===== config.mk =====
export PLATFORM = sky130hd
export DESIGN_NAME = serial_byte_tx
export DESIGN_NICKNAME = d
export VERILOG_FILES = /design/src/rtl/serial_byte_tx.sv
export SDC_FILE = /design/constraint.sdc
export NUM_CORES = 1
export LEC_CHECK = 0
export CAP_MARGIN = 20
export CORE_AREA = 10 10 88 67
export CTS_CLUSTER_SIZE = 24
export DETAILED_ROUTE_END_ITERATION = 8
export DIE_AREA = 0 0 98 77
export GPL_TIMING_DRIVEN = 0
export SLEW_MARGIN = 25
export SYNTH_ARGS = -nofsm -noshare
export SYNTH_HDL_FRONTEND = slang
export SYNTH_SLANG_ARGS = --single-unit
export TNS_END_PERCENT = 20

===== constraint.sdc =====
create_clock -name clk -period 1.62 [get_ports clk]
set_input_delay 0.324 -clock clk [delete_from_list [all_inputs] [get_ports clk]]
set_output_delay 0.324 -clock clk [all_outputs]
set_load 0.1 [all_outputs]

===== src/rtl/serial_byte_tx.sv =====
// serial_byte_tx: one-entry buffered byte-to-serial feeder, MSB first, with a strobe per bit slot.
module serial_byte_tx #(
  parameter int DATA_W       = 8,
  parameter int CLKS_PER_BIT = 1
) (
  input  logic              clk,
  input  logic              reset_n,
  input  logic [DATA_W-1:0] data_in,
  input  logic              data_valid,
  output logic              data_ready,
  output logic              ser_out,
  output logic              ser_en,
  output logic              frame_done,
  output logic              busy
);
  localparam int BW = DATA_W > 1 ? $clog2(DATA_W) : 1;
  localparam int DW = CLKS_PER_BIT > 1 ? $clog2(CLKS_PER_BIT) : 1;
  typedef enum logic {IDLE, SHIFT} state_t;
  state_t            state;
  logic [DATA_W-1:0] hold, shreg;
  logic              hold_full;
  logic [BW-1:0]     bit_cnt;
  logic [DW-1:0]     div_cnt;
  logic              slot_end, last_bit, frame_end, load, advance, full_nxt, shift_nxt;
  always_comb begin
    slot_end  = div_cnt == DW'(CLKS_PER_BIT - 1);
    last_bit  = bit_cnt == BW'(DATA_W - 1);
    frame_end = state == SHIFT && slot_end && last_bit;
    load      = hold_full && (state == IDLE || frame_end);
    advance   = state == SHIFT && slot_end && !last_bit;
    full_nxt  = load ? 1'b0 : (data_valid && data_ready) ? 1'b1 : hold_full;
    shift_nxt = load || (state == SHIFT && !frame_end);
  end
  // data_ready is the registered inverse of hold_full, so a drain edge can never also accept
  always_ff @(posedge clk or negedge reset_n) begin
    if (!reset_n) begin
      state      <= IDLE;
      hold       <= '0;
      hold_full  <= 1'b0;
      shreg      <= '0;
      bit_cnt    <= '0;
      div_cnt    <= '0;
      data_ready <= 1'b1;
      ser_out    <= 1'b0;
      ser_en     <= 1'b0;
      frame_done <= 1'b0;
      busy       <= 1'b0;
    end else begin
      hold_full  <= full_nxt;
      data_ready <= !full_nxt;
      busy       <= shift_nxt || full_nxt;
      state      <= shift_nxt ? SHIFT : IDLE;
      if (data_valid && data_ready) hold <= data_in;
      if (load) begin
        shreg      <= hold;
        ser_out    <= hold[DATA_W-1];
        ser_en     <= 1'b1;
        frame_done <= DATA_W == 1;
        bit_cnt    <= '0;
        div_cnt    <= '0;
      end else if (advance) begin
        shreg      <= shreg << 1;
        ser_out    <= shreg[DATA_W-2];
        ser_en     <= 1'b1;
        frame_done <= bit_cnt == BW'(DATA_W - 2);
        bit_cnt    <= bit_cnt + 1'b1;
        div_cnt    <= '0;
      end else begin
        ser_en     <= 1'b0;
        frame_done <= 1'b0;
        if (state == SHIFT) div_cnt <= div_cnt + 1'b1;
      end
    end
  end
endmodule


==> summary.md <==
| Metric | Value |
|---|---|
| CP Data Required Time | roughly 1.3 ns |
| Via count of the first global-routing pass | 910 |
| Pins Over Slew Limit | 0 |
| Synth Area in Compound Gates | a little under a fifth |
| DIE WIDTH | roughly 98 um |
| Share of layout cells above drive strength 1 | between 30% and 40% |
| Count of max-cap constraint violations | 0 |
| Time the worst path needs with I/O delays and setup | 1.55 ns |
| Hold WC Path Type | in2async |
| Count of mapped cells out of synthesis | approximately 110 |
| Type of origin of the critical path | flop |
| GR Overflow Total | 0 |
| Cell chain of the critical path | buf_2 |
| Number of DRC violations after detailed routing | 0 |
| Starting density of the core | about 29% |
| Sequential fraction of the synthesis area | between 50% and 60% |
| Worst-path fanout max | 2 |
| Library cell contributing the largest single delay on the critical path | sky130_fd_sc_hd__dfstp_2 |
| Async S/R FF share, synth | 100% |
| Number of warnings reported in the yosys synthesis log | 0 |
| Fill count | between 400 and 500 |
| Count of hold buffers inserted by post-cts repair | 0 |
| Fraction of the mapped netlist area in simple logic gates | 12.6% |
| Die Y-Extent | ~77 um |
| Net count, final | approximately 140 |
| Setup-violating endpoint count in the final report | 0 |
| Share of synthesized cell area in full adder, half adder and majority cells | between 3 and 4% |
| Cts bufs inserted | 3 |
| Achievable frequency | 644 MHz |
| Mux share of post-synthesis cell area | a little over 8% |
| FF+latch count, synth | 26 |
| Combined global-route utilization of all metal layers | around 6.9% |
| Maximum number of pins on one net before global-route repair | 27 |
| Total power per unit cell area | 2140 nW/um^2 |
| Path type of the worst setup path | reg2out |
| Post-synth EDFFs | 0 |
| Buffer and inverter count on the worst path | 1 |
| Top-level port count | 16 |
| DP Wirelength | ~1800 um |
| Area of the mapped netlist | 1240 um^2 |
| Port Buffers | 15 |
| Kind of cell adding the most delay to the critical path | flip-flops |
| Worst max-slew margin expressed relative to the limit | 61.1% |
| Number of iterations in the first detailed-routing pass | 4 |
| Part of the cycle the worst path needs | 95.8% |
| Worst vdd rail ir drop | between 0.8 and 0.9 mV |
| Delay of the slowest cell on the worst path | about 0.53 ns |
| Data arrival at the endpoint of the critical path | 1.23 ns |
| Placed cell count | 176 |
| Setup Total Neg Slack | 0 ns |
| Post-DR wirelength/cell | about 14 um |
| Wire length of the first global-routing pass | 4320 um |
| Final Hold Fails | 0 |
| Dominant combinational cell family by area after synthesis | compound AO/OA/AOI/OAI gates |
| Syn avg cell area | roughly 12 um^2 |
| Number of library cell types mapped by synthesis | 33 |
| Worst clock skew | about 0.004 ns |
| Antenna violations before repair | 0 |
| Parity-gate share of the synthesized area counting xor and xnor cells | 0% |
| Critical path endpoint category | output port |
| Clock sink count | 26 |
| Maximum level of the CTS H-tree | 1 |
| Clock root buffer | sky130_fd_sc_hd__clkbuf_8 |
| Post-Layout Cell Count | between 150 and 200 |
| Worst hold slack | 0.0345 ns |
| Diodes inserted | 0 |
| Final wirelength | ~2500 um |
| Routed via count | approximately 860 |
| Detail-routed via count per cell | between 4 and 5 |
| Core Box Area | about 4200 um^2 |
| Drt initial violations | 27 |
| Reported leakage power | roughly 0.64 nW |
| TritonCTS clock tree | yes |
| CTS Buffer Depth | 2 |
| Reg clk slew, reported paths | 0.09 ns |
| Remaining number of nets flagged by the antenna check after routing | 0 |
| Die area | between 7000 and 8000 um^2 |
| Nets in the synthesized netlist | 120 |
| Unrepaired setup endpoints after global routing | no |
| Core Rows | 20 |
| Routability cong. | just over 0.8 |
| Clk_lat worst skew | about 0.28 ns |
| Synth Flop Type | sky130_fd_sc_hd__dfrtp_1 |
| Layout Area Growth over Synthesis | 22.7% |
| Result of the run | finished, final reports clean |
| Actual transition at the worst max-transition pin | 0.584 ns |
[synthesized netlist by cell type, types with 2 or more instances]
cell | n | area [um^2]
sky130_fd_sc_hd__mux2_2 | 8 | 90.1
sky130_fd_sc_hd__buf_6 | 2 | 22.5
sky130_fd_sc_hd__nor2_1 | 5 | 18.8
sky130_fd_sc_hd__nor2b_1 | 7 | 43.8
sky130_fd_sc_hd__dfrtp_1 | 25 | 626
sky130_fd_sc_hd__o221a_2 | 7 | 78.8
sky130_fd_sc_hd__inv_1 | 4 | 15.0
sky130_fd_sc_hd__nand2b_1 | 2 | 12.5
sky130_fd_sc_hd__nor3_1 | 8 | 40.0
sky130_fd_sc_hd__a21oi_1 | 3 | 15.0
sky130_fd_sc_hd__o21ai_1 | 7 | 35.0
sky130_fd_sc_hd__buf_4 | 2 | 15.0
sky130_fd_sc_hd__ha_1 | 3 | 37.5
sky130_fd_sc_hd__nand2_1 | 3 | 11.3
sky130_fd_sc_hd__buf_2 | 2 | 10.0
[registers in the layout (all words and copies together), names as in the netlist]
name / cells
frame_done: 1
bit_cnt: 3
state: 1
hold_full: 1
hold: 8
div_cnt: 1
ser_out: 1
data_ready: 1
shreg: 7
busy: 1
ser_en: 1
[final cells by class]
type / count / area, um^2 / area share, %
repair buffers: 16 / 153 / 9.99
plain buffers: 6 / 51.3 / 3.36
multi-input cells: 70 / 533 / 34.9
inverters: 4 / 15.0 / 0.983
well taps: 55 / 68.8 / 4.50
flip-flops and latches: 26 / 652 / 42.7
clock buffers: 4 / 55.1 / 3.60
[routing by layer]
metal	up-vias	track usage, %	part of all wire, %
li1	426	-	-
met2	16	10.5	42
met4	0	2.17	1.2
met3	5	2.86	4.1
met1	417	8.72	53
met5	-	0	0
[kinds of logic after synthesis]
group                    Yosys count
AO/OA/AOI/OAI                     29
AND/OR/NAND/NOR                   29
flip-flops                        26
buffers and inverters             10
multiplexers                       9
adder cells (fa/ha/maj)            3
[path summary, 6_finish.rpt]
| kind | from | endpoint | slack [ns] | cells past startpoint |
|---|---|---|---|---|
| max | data_ready | data_ready | 0.07 | 1 |
| min | reset_n | hold[1] | 0.03 | 1 |
| max reg2reg | bit_cnt[0] | shreg[2] | 0.10 | 5 |
| min reg2reg | hold[5] | hold[5] | 0.52 | 1 |
| max in group asynchronous | reset_n | state | 1.20 | 1 |
| min in group clk | hold[5] | hold[5] | 0.52 | 1 |
[per-stage QoR]
| step | total power [W] | cell area [um^2] | worst slack [ns] | utilization [%] |
|---|---|---|---|---|
| final | 0.00326 | 1530 | 0.0673 | 36.1 |
| after CTS | 0.00328 | 1510 | 0.0292 | 35.8 |
| after detailed placement | 0.00285 | 1460 | -0.343 | 34.5 |
| after global placement | 0.00280 | 1460 | -0.341 | 34.6 |
| after global routing | 0.00352 | 1530 | 0.0235 | 36.1 |
| after floorplan | 0.00249 | 1240 | 0.000172 | - |
[layout by cell type, fill, tap and decap left out, types with 2 or more instances in the layout]
master,count
sky130_fd_sc_hd__nor3_1,8
sky130_fd_sc_hd__buf_4,2
sky130_fd_sc_hd__nor2b_1,7
sky130_fd_sc_hd__o21ai_1,7
sky130_fd_sc_hd__clkdlybuf4s50_1,9
sky130_fd_sc_hd__clkbuf_8,4
sky130_fd_sc_hd__nor2_1,5
sky130_fd_sc_hd__ha_1,2
sky130_fd_sc_hd__inv_1,4
sky130_fd_sc_hd__clkdlybuf4s15_2,4
sky130_fd_sc_hd__nand2_1,3
sky130_fd_sc_hd__a21oi_1,3
sky130_fd_sc_hd__dfrtp_1,25
sky130_fd_sc_hd__buf_6,3
sky130_fd_sc_hd__mux2_2,8
sky130_fd_sc_hd__buf_2,4
sky130_fd_sc_hd__nand2b_1,2
sky130_fd_sc_hd__o221a_2,7
[power by group]
part / switching (W) / total, W / internal [W]
sequential: 0.000200 / 0.00117 / 0.000969
combinational: 0.000935 / 0.00167 / 0.000732
clock: 0.000209 / 0.000427 / 0.000218
total: 0.00134 / 0.00326 / 0.00192
[what timing repair did]
| item | in CTS | in global routing |
|---|---|---|
| setup endpoints to repair | 5 | 7 |
| gates cloned | 0 | 0 |
| gates resized for setup | 17 | 2 |
| buffers inserted | 0 | 1 |
| pin swaps | 0 | 0 |
No activity file was read; power rests on OpenSTA's default activity.
